### config.mk
export PLATFORM = sky130hd
export DESIGN_NAME = hdr_cmd_dispatcher_flat
export DESIGN_NICKNAME = d
export VERILOG_FILES = /design/src/rtl/hdr_dispatch_pkg.sv /design/src/rtl/hdr_cmd_dispatcher_if.sv /design/src/rtl/hdr_cmd_dispatcher_watchdog.sv /design/src/rtl/hdr_cmd_dispatcher.sv /design/src/flat_wrapper.sv
export SDC_FILE = /design/constraint.sdc
export NUM_CORES = 1
export LEC_CHECK = 0
export BUFFER_PORTS_ARGS = -buffer_cell sky130_fd_sc_hd__buf_2
export CORE_ASPECT_RATIO = 0.8
export CORE_UTILIZATION = 51
export CTS_BUF_LIST = sky130_fd_sc_hd__clkbuf_2
export DETAILED_ROUTE_END_ITERATION = 7
export HOLD_SLACK_MARGIN = 0.15
export PLACE_DENSITY = 0.86
export SYNTH_ARGS = -nofsm -noshare
export SYNTH_HDL_FRONTEND = slang
export SYNTH_HIERARCHICAL = 1
export SYNTH_SLANG_ARGS = --single-unit
### constraint.sdc
create_clock -name i_sys_clk -period 3.3 [get_ports i_sys_clk]
set_input_delay 0.165 -clock i_sys_clk [delete_from_list [all_inputs] [get_ports i_sys_clk]]
set_output_delay 0.165 -clock i_sys_clk [all_outputs]
set_load 0.03 [all_outputs]
### src/rtl/hdr_dispatch_pkg.sv
// rtl/hdr_dispatch_pkg.sv - shared types and constants for the HDR command dispatcher
// Contents: state_e FSM encoding, response error codes, CMD_ATTR values,
//           attr_supported() helper used by the decode step.
package hdr_dispatch_pkg;

    typedef enum logic [2:0] {
        ST_IDLE    = 3'd0,
        ST_FETCH   = 3'd1,
        ST_DECODE  = 3'd2,
        ST_RUN_CCC = 3'd3,
        ST_RUN_DDR = 3'd4,
        ST_RESP    = 3'd5,
        ST_EXIT    = 3'd6
    } state_e;

    localparam logic [3:0] RESP_OK         = 4'd0;
    localparam logic [3:0] RESP_ENGINE_ERR = 4'd1;
    localparam logic [3:0] RESP_TIMEOUT    = 4'd4;
    localparam logic [3:0] RESP_UNSUPP     = 4'd8;

    localparam logic [2:0] CMD_ATTR_REGULAR   = 3'd0;
    localparam logic [2:0] CMD_ATTR_IMMEDIATE = 3'd1;

    function automatic logic attr_supported(input logic [2:0] attr);
        return (attr == CMD_ATTR_REGULAR) || (attr == CMD_ATTR_IMMEDIATE);
    endfunction

endpackage

### src/rtl/hdr_cmd_dispatcher_if.sv
// rtl/hdr_cmd_dispatcher_if.sv - dispatcher bus: regfile fetch, engine handshakes, response, exit
// Modports: master = dispatcher side (drives o_* signals),
//           slave  = environment side (regfile, engines, response consumer, exit generator).
interface hdr_cmd_dispatcher_if #(
    parameter int ADDR_W = 8
);
    logic              i_hdr_en;
    logic              o_regf_rd_en;
    logic [ADDR_W-1:0] o_regf_addr;
    logic              i_regf_CP;
    logic [2:0]        i_regf_CMD_ATTR;
    logic              i_regf_TOC;
    logic [4:0]        i_regf_DEV_INDEX;
    logic              o_ccc_en;
    logic              i_ccc_done;
    logic              o_ddr_en;
    logic              i_ddr_done;
    logic              i_engine_err;
    logic              o_resp_valid;
    logic              i_resp_ready;
    logic [3:0]        o_resp_err;
    logic [4:0]        o_resp_dev_index;
    logic              o_exit_en;
    logic              i_exit_done;
    logic              o_hdr_done;

    modport master (
        input  i_hdr_en, i_regf_CP, i_regf_CMD_ATTR, i_regf_TOC, i_regf_DEV_INDEX,
               i_ccc_done, i_ddr_done, i_engine_err, i_resp_ready, i_exit_done,
        output o_regf_rd_en, o_regf_addr, o_ccc_en, o_ddr_en, o_resp_valid,
               o_resp_err, o_resp_dev_index, o_exit_en, o_hdr_done
    );

    modport slave (
        output i_hdr_en, i_regf_CP, i_regf_CMD_ATTR, i_regf_TOC, i_regf_DEV_INDEX,
               i_ccc_done, i_ddr_done, i_engine_err, i_resp_ready, i_exit_done,
        input  o_regf_rd_en, o_regf_addr, o_ccc_en, o_ddr_en, o_resp_valid,
               o_resp_err, o_resp_dev_index, o_exit_en, o_hdr_done
    );

endinterface

### src/rtl/hdr_cmd_dispatcher_watchdog.sv
// rtl/hdr_cmd_dispatcher_watchdog.sv - engine run-time watchdog (HDR_DISPATCH_WATCHDOG_EN builds only)
// Ports: clk, rst_n (async active-low), clear (restart count), enable (count this cycle),
//        expired (engine has been enabled for TIMEOUT_CYCLES cycles including this one).
`ifdef HDR_DISPATCH_WATCHDOG_EN
module dispatch_watchdog #(
    parameter int TIMEOUT_CYCLES = 4096
) (
    input  logic clk,
    input  logic rst_n,
    input  logic clear,
    input  logic enable,
    output logic expired
);
    localparam int CNT_W = (TIMEOUT_CYCLES > 2) ? $clog2(TIMEOUT_CYCLES) : 1;

    logic [CNT_W-1:0] cnt;

    // Count is 0 on the first enabled cycle, so expiry lands on the TIMEOUT_CYCLES-th one.
    always_ff @(posedge clk or negedge rst_n) begin
        if (!rst_n) begin
            cnt <= '0;
        end else if (clear) begin
            cnt <= '0;
        end else if (enable && !expired) begin
            cnt <= cnt + 1'b1;
        end
    end

    assign expired = enable && (cnt == CNT_W'(TIMEOUT_CYCLES - 1));

endmodule
`endif

### src/rtl/hdr_cmd_dispatcher.sv
// rtl/hdr_cmd_dispatcher.sv - per-command sequencer between descriptor regfile and HDR-DDR engines
// Ports: i_sys_clk, i_sys_rst (async active-low), bus (hdr_cmd_dispatcher_if.master):
//        descriptor fetch (rd_en/addr + CP/CMD_ATTR/TOC/DEV_INDEX), CCC and DDR engine
//        enable/done/err, response valid/ready/err/dev_index, HDR exit request, hdr_done pulse.
// Optional macro HDR_DISPATCH_WATCHDOG_EN adds an engine timeout (response err 4).
module hdr_cmd_dispatcher
    import hdr_dispatch_pkg::*;
#(
    parameter int QUEUE_DEPTH    = 8,
    parameter int ADDR_W         = 8,
    parameter int TIMEOUT_CYCLES = 4096
) (
    input  logic                  i_sys_clk,
    input  logic                  i_sys_rst,
    hdr_cmd_dispatcher_if.master  bus
);
    localparam int PTR_W = (QUEUE_DEPTH > 2) ? $clog2(QUEUE_DEPTH) : 1;

    state_e           state, state_d;
    logic [PTR_W-1:0] ptr;
    logic             toc_q;
    logic [4:0]       dev_q;
    logic [3:0]       err_q, err_d;
    logic             ptr_adv;
    logic             hdr_done_q;
    logic             run_st;
    logic             wd_expired;

    assign run_st = (state == ST_RUN_CCC) || (state == ST_RUN_DDR);

`ifdef HDR_DISPATCH_WATCHDOG_EN
    dispatch_watchdog #(
        .TIMEOUT_CYCLES(TIMEOUT_CYCLES)
    ) u_watchdog (
        .clk     (i_sys_clk),
        .rst_n   (i_sys_rst),
        .clear   (state == ST_DECODE),
        .enable  (run_st),
        .expired (wd_expired)
    );
`else
    assign wd_expired = 1'b0;
`endif

    always_comb begin
        state_d = state;
        err_d   = err_q;
        ptr_adv = 1'b0;
        unique case (state)
            ST_IDLE: begin
                if (bus.i_hdr_en) state_d = ST_FETCH;
            end
            ST_FETCH: begin
                state_d = ST_DECODE;
            end
            ST_DECODE: begin
                if (!attr_supported(bus.i_regf_CMD_ATTR)) begin
                    state_d = ST_RESP;
                    err_d   = RESP_UNSUPP;
                end else if (bus.i_regf_CP) begin
                    state_d = ST_RUN_CCC;
                end else begin
                    state_d = ST_RUN_DDR;
                end
            end
            // Done is checked before expiry so a completion on the last allowed cycle counts.
            ST_RUN_CCC: begin
                if (bus.i_ccc_done) begin
                    state_d = ST_RESP;
                    err_d   = bus.i_engine_err ? RESP_ENGINE_ERR : RESP_OK;
                end else if (wd_expired) begin
                    state_d = ST_RESP;
                    err_d   = RESP_TIMEOUT;
                end
            end
            ST_RUN_DDR: begin
                if (bus.i_ddr_done) begin
                    state_d = ST_RESP;
                    err_d   = bus.i_engine_err ? RESP_ENGINE_ERR : RESP_OK;
                end else if (wd_expired) begin
                    state_d = ST_RESP;
                    err_d   = RESP_TIMEOUT;
                end
            end
            ST_RESP: begin
                if (bus.i_resp_ready) begin
                    ptr_adv = 1'b1;
                    state_d = (toc_q || !bus.i_hdr_en) ? ST_EXIT : ST_FETCH;
                end
            end
            ST_EXIT: begin
                if (bus.i_exit_done) state_d = ST_IDLE;
            end
            default: begin
                state_d = ST_IDLE;
            end
        endcase
    end

    always_ff @(posedge i_sys_clk or negedge i_sys_rst) begin
        if (!i_sys_rst) begin
            state      <= ST_IDLE;
            ptr        <= '0;
            toc_q      <= 1'b0;
            dev_q      <= '0;
            err_q      <= RESP_OK;
            hdr_done_q <= 1'b0;
        end else begin
            state      <= state_d;
            err_q      <= err_d;
            hdr_done_q <= (state == ST_EXIT) && bus.i_exit_done;
            if (state == ST_DECODE) begin
                toc_q <= bus.i_regf_TOC;
                dev_q <= bus.i_regf_DEV_INDEX;
            end
            if (ptr_adv) begin
                ptr <= (ptr == PTR_W'(QUEUE_DEPTH - 1)) ? '0 : ptr + 1'b1;
            end
        end
    end

    assign bus.o_regf_rd_en     = (state == ST_FETCH);
    assign bus.o_regf_addr      = ADDR_W'(ptr);
    assign bus.o_ccc_en         = (state == ST_RUN_CCC);
    assign bus.o_ddr_en         = (state == ST_RUN_DDR);
    assign bus.o_resp_valid     = (state == ST_RESP);
    assign bus.o_resp_err       = err_q;
    assign bus.o_resp_dev_index = dev_q;
    assign bus.o_exit_en        = (state == ST_EXIT);
    assign bus.o_hdr_done       = hdr_done_q;

endmodule
### src/flat_wrapper.sv
// flat-port wrapper written by rule: the top's interface ports become plain ports
module hdr_cmd_dispatcher_flat import hdr_dispatch_pkg::*;
#(
    parameter int QUEUE_DEPTH    = 8,
    parameter int ADDR_W         = 8,
    parameter int TIMEOUT_CYCLES = 4096
)
  (i_sys_clk, i_sys_rst, bus_i_hdr_en, bus_i_regf_CP, bus_i_regf_CMD_ATTR, bus_i_regf_TOC, bus_i_regf_DEV_INDEX, bus_i_ccc_done, bus_i_ddr_done, bus_i_engine_err, bus_i_resp_ready, bus_i_exit_done, bus_o_regf_rd_en, bus_o_regf_addr, bus_o_ccc_en, bus_o_ddr_en, bus_o_resp_valid, bus_o_resp_err, bus_o_resp_dev_index, bus_o_exit_en, bus_o_hdr_done);
  hdr_cmd_dispatcher_if #(.ADDR_W(ADDR_W)) bus_i ();
  input  logic i_sys_clk;
  input  logic i_sys_rst;
  input wire logic [$bits(bus_i.i_hdr_en)-1:0] bus_i_hdr_en;
  input wire logic [$bits(bus_i.i_regf_CP)-1:0] bus_i_regf_CP;
  input wire logic [$bits(bus_i.i_regf_CMD_ATTR)-1:0] bus_i_regf_CMD_ATTR;
  input wire logic [$bits(bus_i.i_regf_TOC)-1:0] bus_i_regf_TOC;
  input wire logic [$bits(bus_i.i_regf_DEV_INDEX)-1:0] bus_i_regf_DEV_INDEX;
  input wire logic [$bits(bus_i.i_ccc_done)-1:0] bus_i_ccc_done;
  input wire logic [$bits(bus_i.i_ddr_done)-1:0] bus_i_ddr_done;
  input wire logic [$bits(bus_i.i_engine_err)-1:0] bus_i_engine_err;
  input wire logic [$bits(bus_i.i_resp_ready)-1:0] bus_i_resp_ready;
  input wire logic [$bits(bus_i.i_exit_done)-1:0] bus_i_exit_done;
  output wire logic [$bits(bus_i.o_regf_rd_en)-1:0] bus_o_regf_rd_en;
  output wire logic [$bits(bus_i.o_regf_addr)-1:0] bus_o_regf_addr;
  output wire logic [$bits(bus_i.o_ccc_en)-1:0] bus_o_ccc_en;
  output wire logic [$bits(bus_i.o_ddr_en)-1:0] bus_o_ddr_en;
  output wire logic [$bits(bus_i.o_resp_valid)-1:0] bus_o_resp_valid;
  output wire logic [$bits(bus_i.o_resp_err)-1:0] bus_o_resp_err;
  output wire logic [$bits(bus_i.o_resp_dev_index)-1:0] bus_o_resp_dev_index;
  output wire logic [$bits(bus_i.o_exit_en)-1:0] bus_o_exit_en;
  output wire logic [$bits(bus_i.o_hdr_done)-1:0] bus_o_hdr_done;
  assign bus_i.i_hdr_en = bus_i_hdr_en;
  assign bus_i.i_regf_CP = bus_i_regf_CP;
  assign bus_i.i_regf_CMD_ATTR = bus_i_regf_CMD_ATTR;
  assign bus_i.i_regf_TOC = bus_i_regf_TOC;
  assign bus_i.i_regf_DEV_INDEX = bus_i_regf_DEV_INDEX;
  assign bus_i.i_ccc_done = bus_i_ccc_done;
  assign bus_i.i_ddr_done = bus_i_ddr_done;
  assign bus_i.i_engine_err = bus_i_engine_err;
  assign bus_i.i_resp_ready = bus_i_resp_ready;
  assign bus_i.i_exit_done = bus_i_exit_done;
  assign bus_o_regf_rd_en = bus_i.o_regf_rd_en;
  assign bus_o_regf_addr = bus_i.o_regf_addr;
  assign bus_o_ccc_en = bus_i.o_ccc_en;
  assign bus_o_ddr_en = bus_i.o_ddr_en;
  assign bus_o_resp_valid = bus_i.o_resp_valid;
  assign bus_o_resp_err = bus_i.o_resp_err;
  assign bus_o_resp_dev_index = bus_i.o_resp_dev_index;
  assign bus_o_exit_en = bus_i.o_exit_en;
  assign bus_o_hdr_done = bus_i.o_hdr_done;
  hdr_cmd_dispatcher #(.QUEUE_DEPTH(QUEUE_DEPTH), .ADDR_W(ADDR_W), .TIMEOUT_CYCLES(TIMEOUT_CYCLES)) u_core (.i_sys_clk(i_sys_clk), .i_sys_rst(i_sys_rst), .bus(bus_i));
endmodule
### Word-level counts from Yosys, hierarchy flattened

Cells that the tools add are included.

| operators by class | value |
|---|---|
| add/sub/neg operators | 1 |
| equality and inequality tests | 14 |
| mux-type cells | 17 |
| reduce and logical (&&, ||, !) cells | 9 |

Operators with widths:

| kind | number |
|---|---|
| $mux 3 | 9 |
| $pmux 3 s7 | 1 |
| $eq 3x3->1 const B | 4 |
| $mux 4 | 3 |
| $ne 2x2->1 const B | 6 |
| $pmux 4 s3 | 1 |
| $eq 3x1->1 const B | 2 |
| $eq 3x2->1 const B | 2 |
| $logic_not 3->1 | 2 |
| $reduce_and 5->1 | 1 |
| $reduce_and 4->1 | 1 |
| $add 3x1->3 const B | 1 |
| $mux 1 | 3 |
| $reduce_bool 3->1 | 1 |
| $logic_or 1x1->1 | 2 |
| $logic_and 1x1->1 | 1 |
| $logic_not 1->1 | 1 |

| word-level totals | value |
|---|---|
| register bits | 17 |
| input port bits | 18 |
| output and inout bits | 23 |
| logic and storage cells | 47 |

### Longest topological paths before layout

Gate-level depths: netlist of the first run.

| depth | value |
|---|---|
| depth in word-level cells | 5 |
| gate-level depth with buffers | 6 |

### Worst setup path after synthesis of the first run

OpenSTA, ideal clock, no wires.

| path | value |
|---|---|
| kind | reg-to-reg |
| start | reg u_core.state[1] |
| end | reg u_core.state[1] |
| data arrival time | 1.697 ns |
| data required time | 3.175 ns |
| setup slack | 1.478 ns |
| stages on the path, launching flop included | 6 |
| period minus slack after synthesis | 1.822 ns |
| path through | dfrtp_1 > buf_2 > nor3b_2 > a22o_4 > a211o_4 > mux2_4 |

| on the way | value |
|---|---|
| word-level cells in the longest chain between the ends | 3 |
| elaborated cells on any way between the ends | 14 |

Ends and longest elaborated chain:

| element | line | source |
|---|---|---|
| from (decl) | hdr_cmd_dispatcher.sv:19 | `state_e state, state_d;` |
| from (signal assigned) | hdr_cmd_dispatcher.sv:109 | `state <= state_d;` |
| $eq 3x3->1 * | -- |  |
| via bus_o_ddr_en | flat_wrapper.sv:25 | `output wire logic [$bits(bus_i.o_ddr_en)-1:0] bus_o_ddr_en;` |
| $ne 2x2->1 (no source line) | -- |  |
| $reduce_and 5->1 (no source line) | -- |  |

The timed path passes the listed nets; every way through them passes the cells marked *.
A chain may end at the register's enable or synchronous reset.

### Worst setup path after layout of the first run

| path | value |
|---|---|
| start | reg u_core.state[2] |
| end | reg u_core.state[1] |

| on the way | value |
|---|---|
| word-level cells in the longest chain between the ends | 3 |
| elaborated cells on any way between the ends | 14 |

Ends and longest elaborated chain:

| element | line | source |
|---|---|---|
| $eq 3x3->1 (tied with other cells) | hdr_cmd_dispatcher.sv:49 | `unique case (state)` |
| $ne 2x2->1 (no source line) | -- |  |
| $reduce_and 5->1 (no source line) | -- |  |

Parallel ways exist; a longest one is shown, timed or not.

==> qor.csv, run 1 <==
stage;metric;value;unit
clock_network;cts_max_level;1;
route;routed_via_density;4.82;
clock_network;clock-sinks;15;
worst_setup_path;cp_data_arrival_time;2.01;ns
worst_setup_path;r2r_end;u_core/state[1];
route;drt_wl_total;1740;um
floorplan;die_area;0.00192;mm^2
cells_and_area;area_delta_synth_final;27.0;%
global_route;grt_max_degree;16;
yosys;synth_top_family_by_area;simple AND/OR/NAND/NOR gates;
power_and_ir_drop;irDropWorstVdd;0.544;mV
clock_network;clock-root-buffer;clkbuf_2;
placement;place.gp.congestion;0.816;
yosys;ys_warn_count;6;
global_route;grt_pass1_vias;614;
sta;fmax;546;MHz
global_route;grt_usage;18.5;%
clock_network;post_cts_resized;0;
clock_network;cts_made_buffers;3;
worst_hold_path;hold_end;u_core/ptr[0];
floorplan;chipWidth;48.7;um
power_and_ir_drop;power.density;929;mW/mm^2
sta;finalSetupViolations;0;
cells_and_area;final_layout_size_suffix_gt1_share;36.4;%
route;drt_iter0_drc;6;
yosys;avgSynthCellArea;9.67;um^2
worst_setup_path;r2r_start;u_core/state[2];
worst_setup_path;regToRegSetupSlack;1.47;ns
worst_setup_path;rr_worst_depth;4;
yosys;synth_mux_area_share;8.16;%
worst_setup_path;critPathKind;reg2reg;
worst_setup_path;required;3.48;ns
yosys;synth.distinct_cells;33;
clock_network;clk_latency;0.27;ns
worst_setup_path;critPathCaptureType;flop;
worst_setup_path;setup.worst_path.start_class;flop;
floorplan;core_area;0.00163;mm^2
route;ant_nets;0;
sta;setup_tns;0;ns
cells_and_area;fin_util;69.5;%
sta;fin_skew;0.00189;ns
yosys;synth_xor_area_share;0;%
route;first_pass_iters;6;
cells_and_area;num_antenna_cells;0;
cells_and_area;fin_nets;153;
route;via_count;743;
floorplan;die_h;39.4;um
flow_run;cap_viol_max_count;0;
placement;dp_hpwl;1270;um
clock_network;clockBufferDepth;2;
floorplan;initial_core_util;54.7;%
route;wire_per_inst;11.3;um
worst_setup_path;crit_fanout;12;
yosys;yosys.area_share.simple;22.8;%
sta;fin_crit_sh;55.5;%
clock_network;clk_pin_slew;0.14;ns
sta;min_period;1.83;ns
placement;port_buffers;32;
yosys;ys_seq_elements;15;
power_and_ir_drop;leakagePower;0.623;nW
yosys;synth_compound_area_share;11.7;%
global_route;antenna_found_initial;0;
worst_hold_path;hp-class;in2reg;
status;status;finished, final reports clean;
global_route;overflow;0;
sta;max-slew-margin-rel;56.2;%
floorplan;rows;13;
sta;drv_slew;0;
clock_network;cts_tree;built;
yosys;synth_adder_area_share;2.81;%
floorplan;boundaryPins;41;
worst_hold_path;whs_path_depth;3;
sta;rsz0062_at_grt;no;
yosys;syn_area;890;um^2
worst_hold_path;min_from;bus_i_resp_ready;
sta;worst_pin_slew;0.655;ns
yosys;seq_area_frac_synth;42.2;%
route;route.detailed.drc;0;
yosys;synth_cells;92;
global_route;grt_pass1_wl;2610;um
sta;finalHoldViolCount;0;
metrics by stage:
stage	hold WS (ns)	instance area, um^2	worst slack, ns	total power (W)	std cells
2_1_floorplan	-0.131	912	1.48	0.000841	98
3_5_place_dp	0.0872	1020	1.49	0.000964	141
5_1_grt	0.267	1130	1.41	0.00113	154
3_3_place_gp	0.0867	1020	1.51	0.000942	141
4_1_cts	0.256	1130	1.48	0.00106	154
6_report	0.271	1130	1.47	0.00105	154
kinds of logic (layout without fill, tap and decap cells):
kind of cell | Yosys count | count (layout)
fa+ha+maj | 2 | 2
simple gates | 37 | 37
buf+inv | 18 | 52
compound gates | 13 | 13
flops | 15 | 15
other cells | 1 | 7
mux | 6 | 6
cell usage after synthesis:
library cell | number | area share (%)
nand2_1 | 19 | 8.0
dfrtp_1 | 15 | 42
buf_4 | 8 | 6.8
inv_1 | 7 | 3.0
o21ai_0 | 6 | 3.4
nor3_1 | 4 | 2.3
ha_1 | 2 | 2.8
mux2_2 | 2 | 2.5
mux2_4 | 2 | 3.4
mux2i_1 | 2 | 2.3
nor2_1 | 2 | 0.84
nor3b_2 | 2 | 2.8
a211o_4 | 1 | 2.0
a21o_1 | 1 | 0.84
a21oi_1 | 1 | 0.56
a22o_4 | 1 | 2.0
a311o_1 | 1 | 1.1
and2_1 | 1 | 0.70
and3_2 | 1 | 0.84
and3b_2 | 1 | 1.1
and3b_4 | 1 | 1.4
buf_2 | 1 | 0.56
buf_6 | 1 | 1.3
clkbuf_1 | 1 | 0.42
conb_1 | 1 | 0.42
nand3_1 | 1 | 0.56
nand3b_1 | 1 | 0.84
nor4_1 | 1 | 0.70
o31ai_1 | 1 | 0.84
o41ai_1 | 1 | 0.98
or3_1 | 1 | 0.70
or3b_1 | 1 | 0.98
or3b_2 | 1 | 0.98
critical path: stages (launching register included):
cell,delay (ns)
dfrtp_1,0.56
and3b_4,0.27
a22o_4,0.27
a211o_4,0.34
mux2_4,0.30
final cells by class:
type | count | area [um^2]
fill | 144 | 497
multi-input combinational | 65 | 430
sequential | 15 | 375
timing repair buffer | 41 | 250
tap | 22 | 27.5
inverter | 7 | 26.3
clock buffer | 3 | 15.0
clock inverter | 1 | 5.00
metal layers:
layer	track usage (%)	up-vias	part of all wire [%]
li1	-	373	-
met1	21.7	344	46
met2	35.8	26	49
met3	5.81	0	5.7
met4	0	0	0
met5	0	-	0
worst max-delay path by stage:
stage,startpoint,to,slack [ns],cells after the start
floorplan,u_core/state[1],u_core/state[1],1.48,5
global route,u_core/state[1],u_core/bus.o_resp_err[0],1.41,4
finish,u_core/state[2],u_core/state[1],1.47,4
global placement,u_core/state[2],u_core/state[2],1.51,4
CTS,u_core/state[2],u_core/state[1],1.48,4
detailed placement,u_core/state[2],u_core/state[1],1.49,4
power breakdown:
| part | internal [W] | total, W | switching, W |
|---|---|---|---|
| combinational | 0.000246 | 0.000609 | 0.000363 |
| sequential | 0.000269 | 0.000357 | 0.0000874 |
| clock | 0.0000274 | 0.0000835 | 0.0000561 |
cells in the final DEF, fill, tap and decap left out, drive strengths merged, types with 3 or more instances in the layout:
cell type    netlist  final
clkbuf             1      3
mux2               4      4
conb               1      7
dfrtp             15     15
nor3               4      4
o21ai              6      6
nand2             19     19
dlygate4sd3        0      9
inv                7      7
buf               10     32
sequential cells by signal, indices dropped and copies added, names as in the netlist:
name,cells
u_core/bus.o_resp_dev_index,5
u_core/ptr,3
u_core/state,3
u_core/bus.o_resp_err,2
u_core/bus.o_hdr_done,1
u_core/toc_q,1
timing repair:
action                    4_1_cts  5_1_grt
hold buffers                    9        0
setup buffers                   0        0
hold endpoints to repair       23        0
No activity file was read; power rests on OpenSTA's default activity.
==> inputs of run 2 (changes only) <==
--- a/config.mk
+++ b/config.mk
@@ -7,11 +7,11 @@
 export LEC_CHECK = 0
 export BUFFER_PORTS_ARGS = -buffer_cell sky130_fd_sc_hd__buf_2
 export CORE_ASPECT_RATIO = 0.8
-export CORE_UTILIZATION = 51
+export CORE_UTILIZATION = 43
 export CTS_BUF_LIST = sky130_fd_sc_hd__clkbuf_2
 export DETAILED_ROUTE_END_ITERATION = 7
 export HOLD_SLACK_MARGIN = 0.15
-export PLACE_DENSITY = 0.86
+export PLACE_DENSITY = 0.77
 export SYNTH_ARGS = -nofsm -noshare
 export SYNTH_HDL_FRONTEND = slang
 export SYNTH_HIERARCHICAL = 1
==> constraint.sdc (replaced) <==
create_clock -name i_sys_clk -period 1.5 [get_ports i_sys_clk]
set_input_delay 0.075 -clock i_sys_clk [delete_from_list [all_inputs] [get_ports i_sys_clk]]
set_output_delay 0.075 -clock i_sys_clk [all_outputs]
set_load 0.03 [all_outputs]
==> run 2 against run 1 <==
  * The run now ends with setup timing left
  * Fmax rose by 15%
  * Sequential share of layout area fell by 3.6 points
  * Cell area rose by 12%
  * Non-clock buffer count rose by 13
  * Die area rose by 18%
  * Wire length rose by 12%
  * First-iteration DRC count rose by 33%
  * Clock skew rose by 0.0075 ns
  * Via count rose by 8.6%
==> qor.csv, run 2 (synthesis results as in run 1) <==
stage;metric;value;unit
status;status;finished, violations left;
status;violations;setup timing;
global_route;grt_max_degree;16;
route;wire_per_inst;11.5;um
cells_and_area;num_antenna_cells;0;
clock_network;clk_pin_slew;0.15;ns
sta;whs;0.182;ns
cells_and_area;final_cell_mix;31 x buf_2, 19 x nand2_1, 15 x dfrtp_1;
clock_network;cts_setup_buffers;0;
cells_and_area;fillers;158;
route;top_layer_used;met3;
power_and_ir_drop;p_total;0.00263;W
clock_network;cts_made_buffers;3;
floorplan;initial_core_util;46.6;%
worst_hold_path;min_from;bus_i_regf_CMD_ATTR[1];
clock_network;clockBufferDepth;2;
route;met2WireLength;1020;um
worst_setup_path;cp_data_arrival_time;1.77;ns
route;drt-met1-wl;839;um
sta;finalHoldViolCount;0;
cells_and_area;area_delta_synth_final;42.3;%
sta;fin_skew;0.00938;ns
sta;fmax;627;MHz
global_route;antenna_found_initial;0;
worst_setup_path;rr_worst_depth;4;
worst_setup_path;r2r_end;u_core/state[2];
cells_and_area;regArea;375;um^2
sta;setup_tns;-0.255;ns
cells_and_area;final_common_cell;buf_2;
clock_network;clk_latency;0.27;ns
clock_network;cts_max_level;1;
placement;port_buffers;32;
global_route;grt_usage;17.9;%
cells_and_area;largest_register_ffs;5;
route;ant_nets;0;
route;drt_wl_total;1950;um
clock_network;cts_tree;built;
sta;rsz0062_at_grt;yes;
flow_run;cap_viol_max_count;0;
power_and_ir_drop;irDropWorstVdd;1.11;mV
clock_network;clock-root-buffer;clkbuf_2;
power_and_ir_drop;power.density;2080;mW/mm^2
worst_setup_path;required;1.68;ns
placement;place.gp.congestion;0.740;
placement;dp_hpwl;1430;um
global_route;overflow;0;
route;routed_via_density;4.78;
worst_setup_path;critPathCaptureType;flop;
worst_setup_path;cp_slowest_stage_delay;0.44;ns
sta;drv_slew;0;
route;wl_met3;89;um
global_route;grt_pass1_wl;2910;um
clock_network;clock-sinks;15;
worst_setup_path;cp_cell_sequence;and3b_4 -> a22o_4 -> a211o_4 -> mux2_4;
floorplan;chipWidth;52.9;um
floorplan;die_area;0.00226;mm^2
worst_hold_path;hold_end;u_core/bus.o_resp_err[0];
placement;preCtsSetupSlack;-0.0666;ns
worst_setup_path;crit_fanout;5;
floorplan;rows;14;
sta;min_period;1.59;ns
worst_setup_path;critPathKind;reg2reg;
worst_hold_path;hp-class;in2reg;
global_route;grt_pass1_vias;710;
worst_setup_path;regToRegSetupSlack;-0.09;ns
worst_hold_path;whs_path_depth;3;
route;route.detailed.drc;0;
cells_and_area;final_layout_size_suffix_gt1_share;44.8;%
route;first_pass_iters;4;
cells_and_area;fin_nets;166;
cells_and_area;fin_util;66.3;%
worst_setup_path;setup.worst_path.start_class;flop;
sta;finalSetupViolations;3;
floorplan;boundaryPins;41;
floorplan;core_area;0.00191;mm^2
worst_setup_path;cpMaxStageDelayCell;dfrtp_1;
sta;fin_crit_sh;106;%
route;drt_iter0_drc;8;
route;via_count;807;
cells_and_area;multi_input_area;457;um^2
worst_setup_path;r2r_start;u_core/state[2];
sta;fin_ws;-0.0946;ns
power_and_ir_drop;leakagePower;0.700;nW
floorplan;die_h;42.7;um
## run 2: where the power goes
group | total (W) | leakage [nW] | internal [W] | switching [W]
Sequential | 0.000725 | 0.187 | 0.000594 | 0.000131
Combinational | 0.00172 | 0.497 | 0.000774 | 0.000950
Clock | 0.000183 | 0.0164 | 0.0000603 | 0.000123
Total | 0.00263 | 0.700 | 0.00143 | 0.00120
## run 2: area by class of cell
type,count,share of cell area [%]
timing repair buffer,54,28.3
tap,24,2.37
inverter,7,2.08
sequential,15,29.6
multi-input combinational,65,36.1
clock inverter,1,0.395
clock buffer,3,1.19
## run 2: metal layers
| layer | track usage [%] | up-vias |
|---|---|---|
| met4 | 6.32 | 0 |
| li1 | - | 403 |
| met5 | 0 | - |
| met3 | 2.15 | 0 |
| met2 | 32.7 | 26 |
| met1 | 21.2 | 378 |
## run 2: critical path, delay by kind of cell (launching register included)
kind / cells / cell delay [ns]
AOI/OAI and AO/OA: 2 / 0.54
and+or+nand+nor: 1 / 0.23
DFF: 1 / 0.44
muxes: 1 / 0.30
## run 2: how the worst max path moves through the flow
| stage | from | to | slack [ns] | cells past startpoint |
|---|---|---|---|---|
| global placement | u_core/state[2] | u_core/state[1] | -0.04 | 4 |
| global route | u_core/state[2] | u_core/state[2] | -0.15 | 4 |
| floorplan | u_core/state[0] | u_core/state[1] | -0.16 | 5 |
| detailed placement | u_core/state[2] | u_core/state[2] | -0.07 | 4 |
| CTS | u_core/state[2] | u_core/state[2] | -0.09 | 4 |
| finish | u_core/state[2] | u_core/state[2] | -0.09 | 4 |
## run 2: timing repair
item,CTS,global route
pin swaps,0,1
endpoints found under the hold margin,23,0
endpoints found under the setup margin,4,7
resized for setup,1,7
cloned,0,0
hold buffers,9,0
## run 2: stage by stage
step                      area, um^2  std cells
after floorplan                  918         98
after global placement          1130        156
after detailed placement        1130        156
after CTS                       1240        169
after global routing            1270        169
final                           1270        169
